--- src/rtl/pc_fetch_pkg.sv ---
// Shared constants and types for the instruction-fetch front end.
package pc_fetch_pkg;

  localparam int          XLEN_DEF     = 32;
  localparam logic [31:0] RESET_PC_DEF = 32'h8000_0000;
  localparam int          INST_W       = 32;
  localparam int          QUEUE_DEPTH  = 2;

  // One buffered fetch result: the instruction word and the address it came from.
  typedef struct packed {
    logic [INST_W-1:0]   inst;
    logic [XLEN_DEF-1:0] pc;
  } fetch_entry_t;

endpackage

--- src/rtl/fetch_queue.sv ---
// Two-entry FIFO holding fetched instructions until decode accepts them.
// Flush wins over a same-cycle push, so a response that lands on a redirect
// cycle is dropped. Pointers are single bits because the depth is two.
module fetch_queue
  import pc_fetch_pkg::*;
#(
  parameter type entry_t = fetch_entry_t
) (
  input  logic       clk,
  input  logic       rst_n,
  input  logic       push,
  input  entry_t     push_entry,
  input  logic       pop,
  input  logic       flush,
  output logic [1:0] occupancy,
  output logic       empty,
  output entry_t     head
);

  localparam logic [1:0] DEPTH_CNT = 2'(QUEUE_DEPTH);

  entry_t     mem [QUEUE_DEPTH];
  logic       rd_ptr;
  logic       wr_ptr;
  logic [1:0] count;
  logic       do_push;
  logic       do_pop;

  assign do_pop    = pop & (count != 2'd0);
  assign do_push   = push & ((count != DEPTH_CNT) | do_pop);
  assign occupancy = count;
  assign empty     = (count == 2'd0);
  assign head      = mem[rd_ptr];

  // Storage, pointers and occupancy; flush empties the queue in one cycle.
  always_ff @(posedge clk) begin
    if (!rst_n) begin
      rd_ptr <= 1'b0;
      wr_ptr <= 1'b0;
      count  <= 2'd0;
      for (int i = 0; i < QUEUE_DEPTH; i++) begin
        mem[i] <= '0;
      end
    end else if (flush) begin
      rd_ptr <= 1'b0;
      wr_ptr <= 1'b0;
      count  <= 2'd0;
    end else begin
      if (do_push) begin
        mem[wr_ptr] <= push_entry;
        wr_ptr      <= ~wr_ptr;
      end
      if (do_pop) begin
        rd_ptr <= ~rd_ptr;
      end
      count <= count + {1'b0, do_push} - {1'b0, do_pop};
    end
  end

endmodule

--- src/rtl/pc_fetch.sv ---
// Instruction-fetch front end: owns the PC, issues requests to instruction
// memory under a two-credit budget, buffers responses and redirects on a
// taken branch or jump accepted by decode.
// Optional build macro PC_FETCH_MISALIGN_TRAP_EN: a misaligned redirect target
// raises fetch_misalign/misalign_addr and freezes fetch until an aligned jump.
//
// Response addresses are not stored per request. Live responses always come
// from one contiguous run ending at fetch_pc-4, so when no kills remain the
// oldest in-flight address is fetch_pc - 4*outstanding.
//
// A request that is still waiting for imem_req_ready when a redirect happens
// keeps its address ("stale"); it completes later, is counted in kill_cnt,
// and does not advance fetch_pc.
module pc_fetch
  import pc_fetch_pkg::*;
#(
  parameter int              XLEN     = 32,
  parameter logic [XLEN-1:0] RESET_PC = XLEN'(RESET_PC_DEF)
) (
  input  logic            clk,
  input  logic            rst_n,
  input  logic            branch_true,
  input  logic [XLEN-1:0] branch_target,
  input  logic            jump,
  input  logic [XLEN-1:0] jump_target,
  output logic            imem_req_valid,
  input  logic            imem_req_ready,
  output logic [XLEN-1:0] imem_req_addr,
  input  logic            imem_rsp_valid,
  input  logic [31:0]     imem_rsp_data,
  output logic            inst_valid,
  input  logic            inst_ready,
  output logic [31:0]     inst,
  output logic [XLEN-1:0] inst_pc
`ifdef PC_FETCH_MISALIGN_TRAP_EN
  ,
  output logic            fetch_misalign,
  output logic [XLEN-1:0] misalign_addr
`endif
);

  typedef struct packed {
    logic [INST_W-1:0] inst;
    logic [XLEN-1:0]   pc;
  } entry_t;

  logic [XLEN-1:0] fetch_pc;
  logic [XLEN-1:0] stale_addr;
  logic [XLEN-1:0] target_raw;
  logic [XLEN-1:0] target;
  logic [1:0]      outstanding;
  logic [1:0]      kill_cnt;
  logic [1:0]      out_next;
  logic [1:0]      kill_next;
  logic [1:0]      occupancy;
  logic [2:0]      credit_sum;
  logic            run;
  logic            pending;
  logic            stale;
  logic            frozen;
  logic            q_empty;
  logic            req_fire;
  logic            req_stall;
  logic            accept;
  logic            redirect;
  logic            push;
  entry_t          head;
  entry_t          rsp_entry;

  assign credit_sum     = {1'b0, occupancy} + {1'b0, outstanding};
  assign imem_req_valid = run & (pending | ((credit_sum < 3'd2) & ~frozen));
  assign imem_req_addr  = stale ? stale_addr : fetch_pc;
  assign req_fire       = imem_req_valid & imem_req_ready;
  assign req_stall      = imem_req_valid & ~imem_req_ready;

  assign inst_valid = ~q_empty;
  assign inst       = head.inst;
  assign inst_pc    = head.pc;
  assign accept     = inst_valid & inst_ready;

  assign target_raw = jump ? jump_target : branch_target;

`ifdef PC_FETCH_MISALIGN_TRAP_EN
  logic trap_redirect;
  logic target_misaligned;

  // While frozen the queue is empty, so the only way out is an aligned jump.
  assign trap_redirect     = frozen & jump & (jump_target[1:0] == 2'b00);
  assign redirect          = (accept & (jump | branch_true)) | trap_redirect;
  assign target            = target_raw;
  assign target_misaligned = (target[1:0] != 2'b00);
`else
  assign frozen   = 1'b0;
  assign redirect = accept & (jump | branch_true);
  assign target   = target_raw & ~(XLEN'(3));
`endif

  assign push          = imem_rsp_valid & (kill_cnt == 2'd0);
  assign rsp_entry.inst = imem_rsp_data;
  assign rsp_entry.pc   = fetch_pc - (XLEN'(outstanding) << 2);

  // Credit and kill bookkeeping for the next cycle.
  always_comb begin
    out_next  = outstanding + {1'b0, req_fire} - {1'b0, imem_rsp_valid};
    kill_next = kill_cnt;
    if (redirect) begin
      kill_next = out_next + {1'b0, req_stall};
    end else if (imem_rsp_valid && (kill_cnt != 2'd0)) begin
      kill_next = kill_cnt - 2'd1;
    end
  end

  // PC, in-flight counters and the held-request tracking.
  always_ff @(posedge clk) begin
    if (!rst_n) begin
      run         <= 1'b0;
      fetch_pc    <= RESET_PC;
      outstanding <= 2'd0;
      kill_cnt    <= 2'd0;
      pending     <= 1'b0;
      stale       <= 1'b0;
      stale_addr  <= RESET_PC;
    end else begin
      run         <= 1'b1;
      outstanding <= out_next;
      kill_cnt    <= kill_next;
      pending     <= req_stall;
      if (redirect) begin
        fetch_pc   <= target;
        stale      <= req_stall;
        stale_addr <= imem_req_addr;
      end else if (req_fire) begin
        stale <= 1'b0;
        if (!stale) begin
          fetch_pc <= fetch_pc + XLEN'(4);
        end
      end
    end
  end

`ifdef PC_FETCH_MISALIGN_TRAP_EN
  // Misalignment report and fetch freeze, released by the next redirect.
  always_ff @(posedge clk) begin
    if (!rst_n) begin
      frozen         <= 1'b0;
      fetch_misalign <= 1'b0;
      misalign_addr  <= '0;
    end else begin
      fetch_misalign <= redirect & target_misaligned;
      if (redirect) begin
        frozen <= target_misaligned;
        if (target_misaligned) begin
          misalign_addr <= target;
        end
      end
    end
  end
`endif

  fetch_queue #(
    .entry_t (entry_t)
  ) u_queue (
    .clk        (clk),
    .rst_n      (rst_n),
    .push       (push),
    .push_entry (rsp_entry),
    .pop        (accept),
    .flush      (redirect),
    .occupancy  (occupancy),
    .empty      (q_empty),
    .head       (head)
  );

endmodule

--- config.mk ---
export PLATFORM = sky130hd
export DESIGN_NAME = pc_fetch
export DESIGN_NICKNAME = d
export VERILOG_FILES = /design/src/rtl/pc_fetch_pkg.sv /design/src/rtl/fetch_queue.sv /design/src/rtl/pc_fetch.sv
export SDC_FILE = /design/constraint.sdc
export NUM_CORES = 1
export LEC_CHECK = 0
export CAP_MARGIN = 25
export CORE_UTILIZATION = 52
export DETAILED_ROUTE_END_ITERATION = 8
export PLACE_DENSITY = 0.81
export RECOVER_POWER = 100
export SYNTH_ARGS = -nofsm -noshare
export SYNTH_HDL_FRONTEND = slang
export SYNTH_SLANG_ARGS = --single-unit
--- constraint.sdc ---
create_clock -name clk -period 3.89 [get_ports clk]
set_input_delay 0.389 -clock clk [delete_from_list [all_inputs] [get_ports clk]]
set_output_delay 0.389 -clock clk [all_outputs]
set_load 0.005 [all_outputs]
==> metrics.yaml <==
outcome:
  outcome: "finished with violations"
  failed_checks: "max-capacitance violations, max-slew violations"
cts:
  clock_latency_ps: 430
  cts_root_buffer: "clkbuf_16"
  post-cts-setup-buffer-count: 0
  cts-resized-gates: 0
  cts_tree: "built"
  cts.clk_slew.worst_paths_ps: 70
  cts.path.max_buffers: 2
  cts_sinks: 198
  cts_hold_buf: 0
  cts_buffers: 17
  h-tree-depth: 4
layout:
  final_common_cell: "clkdlybuf4s50_1"
  drive_gt1_share_pct: 12.5
  area.growth.synth_to_final_pct: 25.7
  final_cell_mix: "clkdlybuf4s50_1, edfxtp_1, mux2_2"
  layout.nets: 1184
  antenna_cells: 0
worst_hold_path:
  holdCritPathClass: "flip-flop to flip-flop"
  hold_start: "stale_addr[1]"
worst_setup_path:
  critPathMaxStageDelay_ps: 1230
  critPathSlowestCell: "dfxtp_1"
  critPathKind: "flip-flop to output pin"
  worstPathArrival_ps: 2950
  r2r_start: "u_queue.occupancy[0]"
  worst-path-buf-inv: 2
  worstPathRequired_ps: 3500
  end_kind: "output pin"
  timing.reg2reg.setup_slack_ps: 680
  start_kind: "flip-flop"
  crit_fanout: 34
  cp_cell_sequence: "buf_12 > mux2_2 > dlygate4sd3_1"
  crit_family: "flip-flops"
sta:
  fin_crit_sh_pct: 85.9
  final-hold-violation-count: 0
  maxSlewHeadroom_pct: -9.53
  setup_tns_ps: 0
  fin_crit_ps: 3340
  finalSetupViolCount: 0
  rsz0062_at_grt: "false"
  tightestPinTransition_ps: 1640
  whs_ps: 429
  setup_slack_ps: 548
  max_freq_ghz: 0.299
  skew_ps: 10.1
  drv_slew: 126
logic_synthesis:
  yosys-top-cells-area: "edfxtp_1, dfxtp_1, mux2_2"
  syn_area_um2: 9910
  synth_cell_type_count: 49
  synth_compound_area_share_pct: 5.90
  synth_fa_ha_area_share_pct: 1.54
  yosysSeqAreaShare_pct: 52.5
  synth_simple_gate_area_share_pct: 17.8
  avgSynthCellArea_um2: 10.8
  synth_warnings: 0
  synth_top_family_by_area: "simple AND/OR/NAND/NOR gates"
  syn_inst: 917
  muxShareOfSynthArea_pct: 13.2
  synth_xor_area_share_pct: 5.21
  synth_area_leader_cell: "edfxtp_1"
  synth-seq-cells: 198
  yosysTopAreaCellShare_pct: 37.6
floorplanning:
  die_h_um: 140
  start_util_pct: 53.0
  core_area_um2: 18700
  row_count: 50
  dieWidth_um: 140
  die_area_um2: 19600
  ios: 201
power:
  total_power_mw: 7.32
  power_leakage_nw: 4.65
  powerDensity_nw_per_um2: 588
  max-vdd-ir-drop_mv: 0.392
placed_design:
  post-place-ws_ps: 737
  io_buffers: 194
  place_hpwl_mm: 15.4
  gp_congestion: 0.877
route:
  drtAntennaViolNets: 0
  wl_per_cell_um: 17.3
  drt_iter0_markers: 517
  via_count: 7354
  route.detailed.drc: 0
  via_per_inst: 5.59
  firstDrtPassIters: 6
  drt-total-wl_mm: 22.7
job:
  cap_violations: 2
grt:
  grt_max_degree: 82
  first_global_vias: 7168
  grt_pass1_wl_mm: 36.8
  grt_util_all_layers_pct: 23.9
  antenna_found_initial: 0
  grt_overflow: 0
[worst register-to-register path: cells and delay by family, from the launching register on]
family | cells | cell delay [ps]
AOI/OAI and AO/OA | 1 | 510
buffers and inverters | 2 | 1200
DFF | 1 | 340
and+or+nand+nor | 4 | 1020
[cell type report]
class	count	area, um2
Multi-Input combinational cell	628	4330
Sequential cell	198	5200
Clock buffer	20	437
Inverter	15	56.3
Timing Repair Buffer	210	2050
Clock inverter	10	85.1
Fill cell	1443	6250
Tap cell	234	293
[state kept, by name, indices dropped and copies added, names as in the netlist, named ones only]
register           flops
u_queue.mem          124
stale_addr            32
fetch_pc              30
kill_cnt               2
outstanding            2
u_queue.occupancy      2
pending                1
run                    1
stale                  1
u_queue.rd_ptr         1
u_queue.wr_ptr         1
[final timing paths]
kind         cells past startpoint            endpoint
min                              2       stale_addr[1]
max                              3            inst[20]
max reg2reg                      7  u_queue.mem[0][58]
min reg2reg                      2       stale_addr[1]
[metal layers]
| metal | vias up | part of all wire [%] | track usage (%) |
|---|---|---|---|
| met5 | - | 0 | 0 |
| met4 | 0 | 1.7 | 7.23 |
| met3 | 28 | 7.3 | 5.68 |
| met2 | 314 | 48 | 39.9 |
| met1 | 3457 | 43 | 30.9 |
| li1 | 3555 | - | - |
[cells by family after synthesis]
logic type | count (synthesis)
AND/OR/NAND/NOR | 333
flip-flops | 198
multiplexers | 117
AO/OA/AOI/OAI | 106
buffers and inverters | 92
XOR/XNOR | 59
adder cells (fa/ha/maj) | 11
other | 1
[Yosys cell counts, drive strengths merged]
cell type and count:
a211oi 10, a21oi 57, a311oi 1, and2 38
and3 40, and4 2, buf 15, clkbuf 62
conb 1, dfxtp 74, edfxtp 124, fa 2
ha 9, inv 15, mux2 111, mux2i 6
nand2 80, nand2b 4, nand3 19, nand3b 3
nand4 21, nand4b 3, nor2 79, nor2b 6
nor3 12, nor3b 2, nor4 10, nor4b 2
o2111a 1, o21ai 30, o22ai 4, o311a 1
o31a 1, o32a 1, or2 1, or3 8
or4 3, xnor2 21, xor2 38
[through the flow]
step,utilization (%),std cells,area (um2)
CTS,66.7,1313,12500
global placement,63.9,1283,12000
finish,66.6,1315,12500
global route,66.6,1315,12500
floorplan,-,918,9910
detailed placement,63.9,1283,12000
[power by group]
part           internal [mW]  leakage (nW)  total (mW)  switching [mW]
Clock                  0.867         0.240        1.60           0.729
Combinational           1.35          2.51        2.79            1.44
Sequential              2.65          1.89        2.94           0.287
Power figures use the tool's default switching activity.
